===== src/rtl/add_seq_pkg.sv =====
// rtl/add_seq_pkg.sv - shared types and constants for the segmented sequential adder
//
// Purpose : FSM state encoding, default operand/segment widths and the
//           segment-counter width helper used by add_seq_nbits and add_seg.
// Ports   : none (package).
// Options : ADD_SEQ_SUB_EN (used by add_seq_nbits) adds a subtract mode.

package add_seq_pkg;

  typedef enum logic [1:0] {
    IDLE = 2'd0,
    BUSY = 2'd1,
    DONE = 2'd2
  } state_t;

  localparam int ADD_SEQ_WIDTH = 24;
  localparam int ADD_SEQ_SEG_W = 6;

  // Counter must index 0..num_seg-1; a single-segment build still needs one bit.
  function automatic int cnt_width(input int num_seg);
    return (num_seg <= 1) ? 1 : $clog2(num_seg);
  endfunction

endpackage


===== src/rtl/add_seg.sv =====
// rtl/add_seg.sv - SEG_W-bit combinational ripple-carry adder slice
//
// Purpose : one segment of the sequential adder; the top time-multiplexes
//           this single instance across all segments of the operands.
// Ports   : i_data_one [SEG_W] - segment of operand A
//           i_data_two [SEG_W] - segment of operand B
//           i_carry            - carry into the segment
//           o_data     [SEG_W] - segment sum
//           o_carry            - carry out of the segment MSB

module add_seg
  import add_seq_pkg::*;
#(
  parameter int SEG_W = ADD_SEQ_SEG_W
) (
  input  logic [SEG_W-1:0] i_data_one,
  input  logic [SEG_W-1:0] i_data_two,
  input  logic             i_carry,
  output logic [SEG_W-1:0] o_data,
  output logic             o_carry
);

  logic [SEG_W:0] w_c;

  always_comb begin
    w_c    = '0;
    o_data = '0;
    w_c[0] = i_carry;
    for (int i = 0; i < SEG_W; i++) begin
      o_data[i]  = i_data_one[i] ^ i_data_two[i] ^ w_c[i];
      w_c[i + 1] = (i_data_one[i] & i_data_two[i]) |
                   (w_c[i] & (i_data_one[i] ^ i_data_two[i]));
    end
  end

  assign o_carry = w_c[SEG_W];

endmodule


===== src/rtl/add_seq_nbits.sv =====
// rtl/add_seq_nbits.sv - multi-cycle segmented adder, SEG_W bits per clock
//
// Purpose : adds two WIDTH-bit operands plus carry-in over NUM_SEG cycles,
//           carrying between segments through a register. Valid/ready
//           handshake on input and output; one operation in flight.
// Ports   : i_clk, i_rst_n (async, active-low)
//           i_valid / o_ready        - operand handshake
//           i_data_one, i_data_two   - operands A, B [WIDTH]
//           i_carry                  - carry-in
//           i_sub                    - subtract select (ADD_SEQ_SUB_EN only)
//           o_valid / i_ready        - result handshake
//           o_data [WIDTH], o_carry  - sum and carry-out of the MSB segment
// Options : ADD_SEQ_SUB_EN - when defined, adds i_sub; i_sub=1 computes
//           A + ~B + 1 and o_carry=1 means no borrow.

module add_seq_nbits
  import add_seq_pkg::*;
#(
  parameter int WIDTH = ADD_SEQ_WIDTH,
  parameter int SEG_W = ADD_SEQ_SEG_W
) (
  input  logic             i_clk,
  input  logic             i_rst_n,
  input  logic             i_valid,
  output logic             o_ready,
  input  logic [WIDTH-1:0] i_data_one,
  input  logic [WIDTH-1:0] i_data_two,
  input  logic             i_carry,
`ifdef ADD_SEQ_SUB_EN
  input  logic             i_sub,
`endif
  output logic             o_valid,
  input  logic             i_ready,
  output logic [WIDTH-1:0] o_data,
  output logic             o_carry
);

  localparam int NUM_SEG = WIDTH / SEG_W;
  localparam int CNT_W   = cnt_width(NUM_SEG);
  localparam logic [CNT_W-1:0] LAST_CNT = CNT_W'(NUM_SEG - 1);

  generate
    if ((WIDTH % SEG_W) != 0) begin : g_width_check
      $error("add_seq_nbits: WIDTH must be a multiple of SEG_W");
    end
  endgenerate

  state_t           r_state;
  state_t           w_next_state;
  logic [WIDTH-1:0] r_a;
  logic [WIDTH-1:0] r_b;
  logic [WIDTH-1:0] r_data;
  logic             r_carry;
  logic             r_ocarry;
  logic [CNT_W-1:0] r_cnt;

  logic             w_accept;
  logic             w_last;
  logic [WIDTH-1:0] w_b_in;
  logic             w_cin_in;
  logic [31:0]      w_shamt;
  logic [SEG_W-1:0] w_seg_a;
  logic [SEG_W-1:0] w_seg_b;
  logic [SEG_W-1:0] w_seg_sum;
  logic             w_seg_cout;
  logic [WIDTH-1:0] w_mask;
  logic [WIDTH-1:0] w_ins;
  logic [WIDTH-1:0] w_data_next;

  // Subtraction is folded into the operand capture so the datapath only
  // ever adds: A - B == A + ~B + 1.
`ifdef ADD_SEQ_SUB_EN
  assign w_b_in   = i_sub ? ~i_data_two : i_data_two;
  assign w_cin_in = i_sub ? 1'b1 : i_carry;
`else
  assign w_b_in   = i_data_two;
  assign w_cin_in = i_carry;
`endif

  assign w_accept = i_valid && o_ready;
  assign w_last   = (r_cnt == LAST_CNT);

  // Segment selection by shifting keeps the index arithmetic out of
  // part-select bounds, which also keeps NUM_SEG=1 legal.
  assign w_shamt = 32'(r_cnt) * 32'(SEG_W);
  assign w_seg_a = SEG_W'(r_a >> w_shamt);
  assign w_seg_b = SEG_W'(r_b >> w_shamt);

  add_seg #(
    .SEG_W(SEG_W)
  ) u_add_seg (
    .i_data_one(w_seg_a),
    .i_data_two(w_seg_b),
    .i_carry   (r_carry),
    .o_data    (w_seg_sum),
    .o_carry   (w_seg_cout)
  );

  // Only the active slice of the result register is rewritten each cycle.
  assign w_mask      = WIDTH'({SEG_W{1'b1}}) << w_shamt;
  assign w_ins       = WIDTH'(w_seg_sum) << w_shamt;
  assign w_data_next = (r_data & ~w_mask) | w_ins;

  // State register
  always_ff @(posedge i_clk or negedge i_rst_n) begin
    if (!i_rst_n) begin
      r_state <= IDLE;
    end else begin
      r_state <= w_next_state;
    end
  end

  // Next-state logic
  always_comb begin
    w_next_state = r_state;
    case (r_state)
      IDLE:    if (w_accept) w_next_state = BUSY;
      BUSY:    if (w_last)   w_next_state = DONE;
      DONE:    if (i_ready)  w_next_state = IDLE;
      default: w_next_state = IDLE;
    endcase
  end

  // Output logic
  always_comb begin
    o_ready = 1'b0;
    o_valid = 1'b0;
    case (r_state)
      IDLE:    o_ready = 1'b1;
      DONE:    o_valid = 1'b1;
      default: ;
    endcase
  end

  // Datapath
  always_ff @(posedge i_clk or negedge i_rst_n) begin
    if (!i_rst_n) begin
      r_a      <= '0;
      r_b      <= '0;
      r_data   <= '0;
      r_carry  <= 1'b0;
      r_ocarry <= 1'b0;
      r_cnt    <= '0;
    end else if (w_accept) begin
      r_a     <= i_data_one;
      r_b     <= w_b_in;
      r_carry <= w_cin_in;
      r_cnt   <= '0;
    end else if (r_state == BUSY) begin
      r_data  <= w_data_next;
      r_carry <= w_seg_cout;
      if (w_last) begin
        r_ocarry <= w_seg_cout;
        r_cnt    <= '0;
      end else begin
        r_cnt <= r_cnt + CNT_W'(1);
      end
    end
  end

  assign o_data  = r_data;
  assign o_carry = r_ocarry;

endmodule

===== config.mk =====
export PLATFORM = sky130hd
export DESIGN_NAME = add_seq_nbits
export DESIGN_NICKNAME = d
export VERILOG_FILES = /design/src/rtl/add_seq_pkg.sv /design/src/rtl/add_seg.sv /design/src/rtl/add_seq_nbits.sv
export SDC_FILE = /design/constraint.sdc
export NUM_CORES = 1
export LEC_CHECK = 0
export ABC_AREA = 1
export CAP_MARGIN = 20
export CORE_ASPECT_RATIO = 0.7
export CORE_MARGIN = 4
export CORE_UTILIZATION = 45
export CTS_BUF_LIST = sky130_fd_sc_hd__clkbuf_4
export CTS_CLUSTER_SIZE = 8
export DETAILED_ROUTE_END_ITERATION = 6
export PLACE_DENSITY = 0.79
export SETUP_SLACK_MARGIN = 0.3
export SLEW_MARGIN = 20
export SYNTH_ARGS = -nofsm -noshare
export SYNTH_HDL_FRONTEND = slang
export SYNTH_SLANG_ARGS = --single-unit

===== constraint.sdc =====
create_clock -name i_clk -period 7.6 [get_ports i_clk]
set_input_delay 1.52 -clock i_clk [delete_from_list [all_inputs] [get_ports i_clk]]
set_output_delay 1.52 -clock i_clk [all_outputs]
set_load 0.01 [all_outputs]

; Word level (Yosys, flattened, before mapping)
; Index checks and enable logic that the tools add are counted.
[classes]
n_addsub = 1
mul = 1
eq_ne = 6
shift = 4
mux = 11
n_bitwise = 34
reduce_logical = 6
[ops]
columns = cell, n
row1 = $shr 24x5->6, 2
row2 = $and 24x24->24, 1
row3 = $not 24->24, 1
row4 = $or 24x24->24, 1
row5 = $shl 6x5->24, 1
row6 = $shl 6x5->24 const A, 1
row7 = $and 1x1->1, 12
row8 = $mux 2, 6
row9 = $xor 1x1->1, 12
row10 = $ne 2x2->1 const B, 3
row11 = $or 1x1->1, 6
row12 = $pmux 2 s3, 1
row13 = $reduce_and 3->1, 2
row14 = $eq 2x2->1 const B, 2
row15 = $mul 2x2->4 const B, 1
row16 = $mux 1, 4
row17 = $add 2x1->2 const B, 1
row18 = $eq 2x1->1 const B, 1
row19 = $logic_not 2->1, 1
row20 = $reduce_and 2->1, 1
row21 = $reduce_bool 2->1, 1
row22 = $logic_and 1x1->1, 1
row23 = $not 1->1, 1
[word_totals]
regBits = 78
inputBits = 53
out_inout_bits = 27
word_cells = 70

; Logic depth before layout (Yosys ltp)
[logic_depth]
ltp_word = 17
ltp_mapped = 19
mapped_depth_nobuf = 16

; Hierarchy
; From an unflattened synthesis, not the netlist that was laid out.
[unflattened]
cells_unflattened = 482
hier_area_um2 = 3854.9
[modules_own_cells]
columns = mod, n_inst, cells_each, area_per_inst_um2, seq_area_each_um2
row1 = add_seq_nbits, 1, 466, 3697.3, 1951.9
row2 = add_seg, 1, 16, 157.7, 0.0

; Worst setup path after synthesis
; No wires, ideal clock.
[synth_path]
path_kind = reg2reg
startpoint = register r_cnt[0]
endpoint = register r_data[17], in the netlist o_data[17]
setup_ns = 0.116
arrival_ns = 3.733
t_required_ns = 7.484
slack_ns = 3.751
path_stages_with_launch = 20
path_buffers = 3
path_cell_list = dfrtp_1 > buf_4 > inv_2 > buf_6 > buf_4 > nand2_1 > a32o_1 > fa_1 > fa_1 > fa_1 > fa_1 > inv_1 > fa_1 > fa_1 > o21ai_0 > nor2_1 > nand2_1 > nand2_1 > nand2_1 > nand2_1
[synth_between]
elab_chain_cells = 16
[synth_rtl]
columns = element, line
row1 = "start, declared", add_seq_nbits.sv:55  ; logic [CNT_W-1:0] r_cnt;
row2 = "start signal, assigned", add_seq_nbits.sv:156  ; r_cnt <= r_cnt + CNT_W'(1);
row3 = $mul 2x2->4 (*), add_seq_nbits.sv:85  ; assign w_shamt = 32'(r_cnt) * 32'(SEG_W);
row4 = "$shr 24x5->6, on equally long branches", "add_seq_nbits.sv:86, add_seq_nbits.sv:87"
row5 = $xor 1x1->1, add_seg.sv:32  ; (w_c[i] & (i_data_one[i] ^ i_data_two[i]));
row6 = $and 1x1->1, add_seg.sv:32
row7 = $or 1x1->1, add_seg.sv:31  ; w_c[i + 1] = (i_data_one[i] & i_data_two[i]) |
row8 = $and 1x1->1, add_seg.sv:32
row9 = $or 1x1->1, add_seg.sv:31
row10 = $and 1x1->1, add_seg.sv:32
row11 = $or 1x1->1, add_seg.sv:31
row12 = $and 1x1->1, add_seg.sv:32
row13 = $or 1x1->1, add_seg.sv:31
row14 = $and 1x1->1, add_seg.sv:32
row15 = $or 1x1->1, add_seg.sv:31
row16 = $xor 1x1->1, add_seg.sv:30  ; o_data[i] = i_data_one[i] ^ i_data_two[i] ^ w_c[i];
row17 = $shl 6x5->24, add_seq_nbits.sv:101  ; assign w_ins = WIDTH'(w_seg_sum) << w_shamt;
row18 = $or 24x24->24 (*), add_seq_nbits.sv:102  ; assign w_data_next = (r_data & ~w_mask) | w_ins;
row19 = "end signal, assigned", add_seq_nbits.sv:150  ; r_data <= w_data_next;
row20 = "end, declared", add_seq_nbits.sv:52  ; logic [WIDTH-1:0] r_data;
; Every way passes the cells marked *; elsewhere a longest branch is shown, timed or not.
; A chain may end at the register's enable or synchronous reset.

; Worst setup path in the final report
[layout_path]
startpoint = register r_cnt[0]
endpoint = register r_data[21], in the netlist o_data[21]
; The elaborated chain is that of the path after synthesis.

==> metrics <==
status=finished clean; clk_skew=9.27 ps; post_cts resized=0; final hold slack=around 500 ps; Worst EP required=7920 ps; Synth Area in Adders=about 4.8%; DR vias/cell=between 5 and 6; Mapped Cells=467; Root Buffer=clkbuf_4; Slew HR=roughly 37%; Port Buffers=79; area of the core=8070 um2; CP Max Fanout=38; Syn Area/Cell=around 8.2 um2; Worst-path clk slew=about 120 ps; htree depth=3; die area=just over 10000 um2; DRT Wirelength=9.51 mm; placed instance count=between 600 and 700; Inserted Diodes=0; Critical Path Start Type=flop; Final setup violation count=0; Setup Fix Bufs, Post-CTS=0; Max IR drop VDD=~200 uV; number of buffers created by CTS=9; RSZ-0062 raised after global routing=false; vias=about 3300; Routed Antenna Nets=0; largest family of logic cells by synthesized area=simple AND/OR/NAND/NOR gates; Synth Net Count=about 530; CTS sink cnt=slightly below 80; Yosys reg bits=between 70 and 80; hold_buf cts=0; DRC viols=0; total of max-cap violations=0; Hold/Removal Path Class=flop to flop; Initial DRC Count=291; largest net degree at the start of global routing=just under 80; Worst-Skew Late Latency=around 430 ps; Max Root-Sink Buffers=2; wire per inst=between 10 and 15 um; dpl hpwl=between 6 and 7 mm; share of post-route cells with drive strength above 1=between 6 and 7%; Synth-to-Final Area Change=24.1%; Leak Pwr=between 2 and 2.5 nW; TritonCTS clock tree=yes; fmax=~230 MHz; final std cells w/o fill=643; Ports=80; Die Width=~120 um; Post-Synth Simple-Gate Area=a little under a third; Die H=~85 um; pwr dens=~500 nW/um2; Netlist cell types=26; Nets=between 600 and 700; Final Critical Period=~4300 ps; critical path type=flop to flop; initial core utilization=between 40% and 50%; Compound-Gate Fraction of Synth Area=under 10%; Crit. End Element=flop; global-route wire length before repair=between 15 and 20 mm; Tcrit/Tclk final=56.9%; max-slew violation count=0; yosys warns=0; arrival time at the worst endpoint=4640 ps; vias in the first global route=around 3200; global route overflow=0; measured slew at the worst slew-check pin=945 ps; initial antenna violation count=0; mapped cell area=about 3800 um2; GR Util All Layers=between 20% and 30%; Pre-antenna DRT Iters=5; post-synthesis sequential area ratio=around 51%; multiplexer area fraction after synthesis=0%; routability cong.=0.877; final hold viol count=0; # rows=27; TNS Setup=0 ps; xor and xnor area share after synthesis=0%
==> critical path: stages (launching register included) <==
cell,delay (ps)
dfrtp_1,380
buf_4,240
inv_2,400
nand2_1,100
a32o_1,250
fa_1,410
fa_1,390
fa_1,400
fa_1,370
inv_1,80
fa_1,180
fa_1,420
o21ai_0,260
nand2_1,120
nand3_1,130
o21ai_1,70
==> final cells by class <==
class,count,area [um2]
clock inverter,6,62.6
tap,101,126
sequential,78,1950
multi-input combinational,348,1650
timing repair buffer,80,796
clock buffer,10,75.1
fill,739,3330
inverter,20,77.6
==> cell usage after synthesis, drive strengths merged <==
master	count	area, um2
inv	20	77.6
a32o	8	80.1
o211ai	3	22.5
o22ai	5	31.3
a22o	2	17.5
fa	6	120
ha	5	62.6
nor2	22	108
o21ai	23	115
o31ai	1	7.51
nand2	248	953
buf	19	130
nand3	13	70.1
nand4	4	25.0
a21oi	8	40.0
dfrtp	78	1950
clkbuf	2	7.51
==> registers in the layout, summed over array words and instances, names as in the netlist <==
name and cells:
o_carry 1, o_data 24, r_a 24, r_b 24
r_carry 1, r_cnt 2, r_state 2
==> layer usage <==
layer / wire [um] / GRT usage (%)
met5: 0 / 0
met4: 105 / 5.85
met3: 720 / 6.06
met2: 4080 / 28.5
met1: 4600 / 30.1
==> metrics by stage <==
| step | setup slack (ps) | area, um2 | util (%) | power, W |
|---|---|---|---|---|
| after detailed placement | 3350 | 4600 | 57.0 | 0.00208 |
| after global placement | 3420 | 4600 | 57.0 | 0.00206 |
| final | 3280 | 4740 | 58.7 | 0.00235 |
| after floorplan | 3750 | 3820 | - | 0.00167 |
| after global routing | 2990 | 4740 | 58.7 | 0.00258 |
| after CTS | 3320 | 4740 | 58.7 | 0.00234 |
==> power breakdown <==
group,switching (W),internal [W]
combinational,0.000849,0.000513
clock,0.000146,0.000103
sequential,0.000129,0.000611
==> cells by family (layout without fill, tap and decap cells) <==
group | Yosys count | after routing
fa+ha+maj | 11 | 11
buf+inv | 41 | 116
compound gates | 50 | 50
flops | 78 | 78
simple gates | 287 | 287
==> final timing paths <==
check / endpoint / depth (start not counted) / start / slack, ps
max in group asynchronous: r_a[5]$_DFFE_PN0P_ / 1 / i_rst_n / 5760
worst max-delay path: o_data[21]$_DFFE_PN0P_ / 15 / r_cnt[0]$_DFFE_PN0P_ / 3280
min in group asynchronous: o_data[2]$_DFFE_PN0P_ / 1 / i_rst_n / 1220
worst min register to register: o_data[23]$_DFFE_PN0P_ / 2 / o_data[23]$_DFFE_PN0P_ / 500
worst max register to register: o_data[21]$_DFFE_PN0P_ / 15 / r_cnt[0]$_DFFE_PN0P_ / 3280
worst min-delay path: o_data[23]$_DFFE_PN0P_ / 2 / o_data[23]$_DFFE_PN0P_ / 500
==> cell usage in the layout (no fill, tap or decap) <==
cell             instances
ha_1                     5
clkinv_1                 1
inv_2                    7
clkinvlp_4               2
a21oi_1                  8
o22ai_1                  5
nor2_4                   3
nand4_1                  4
a32o_1                   8
o21ai_0                 16
o211ai_1                 3
nand3_1                 12
inv_1                   12
dfrtp_1                 78
a22o_1                   2
o21ai_1                  7
clkdlybuf4s50_1         78
buf_4                    2
clkbuf_4                10
nand2_1                245
fa_1                     6
nor2_1                  18
nor2_2                   1
nand3_2                  1
bufinv_16                1
clkinv_2                 1
inv_4                    1
o31ai_1                  1
clkinv_4                 1
nand2_4                  3
No activity file was read; power rests on OpenSTA's default activity.
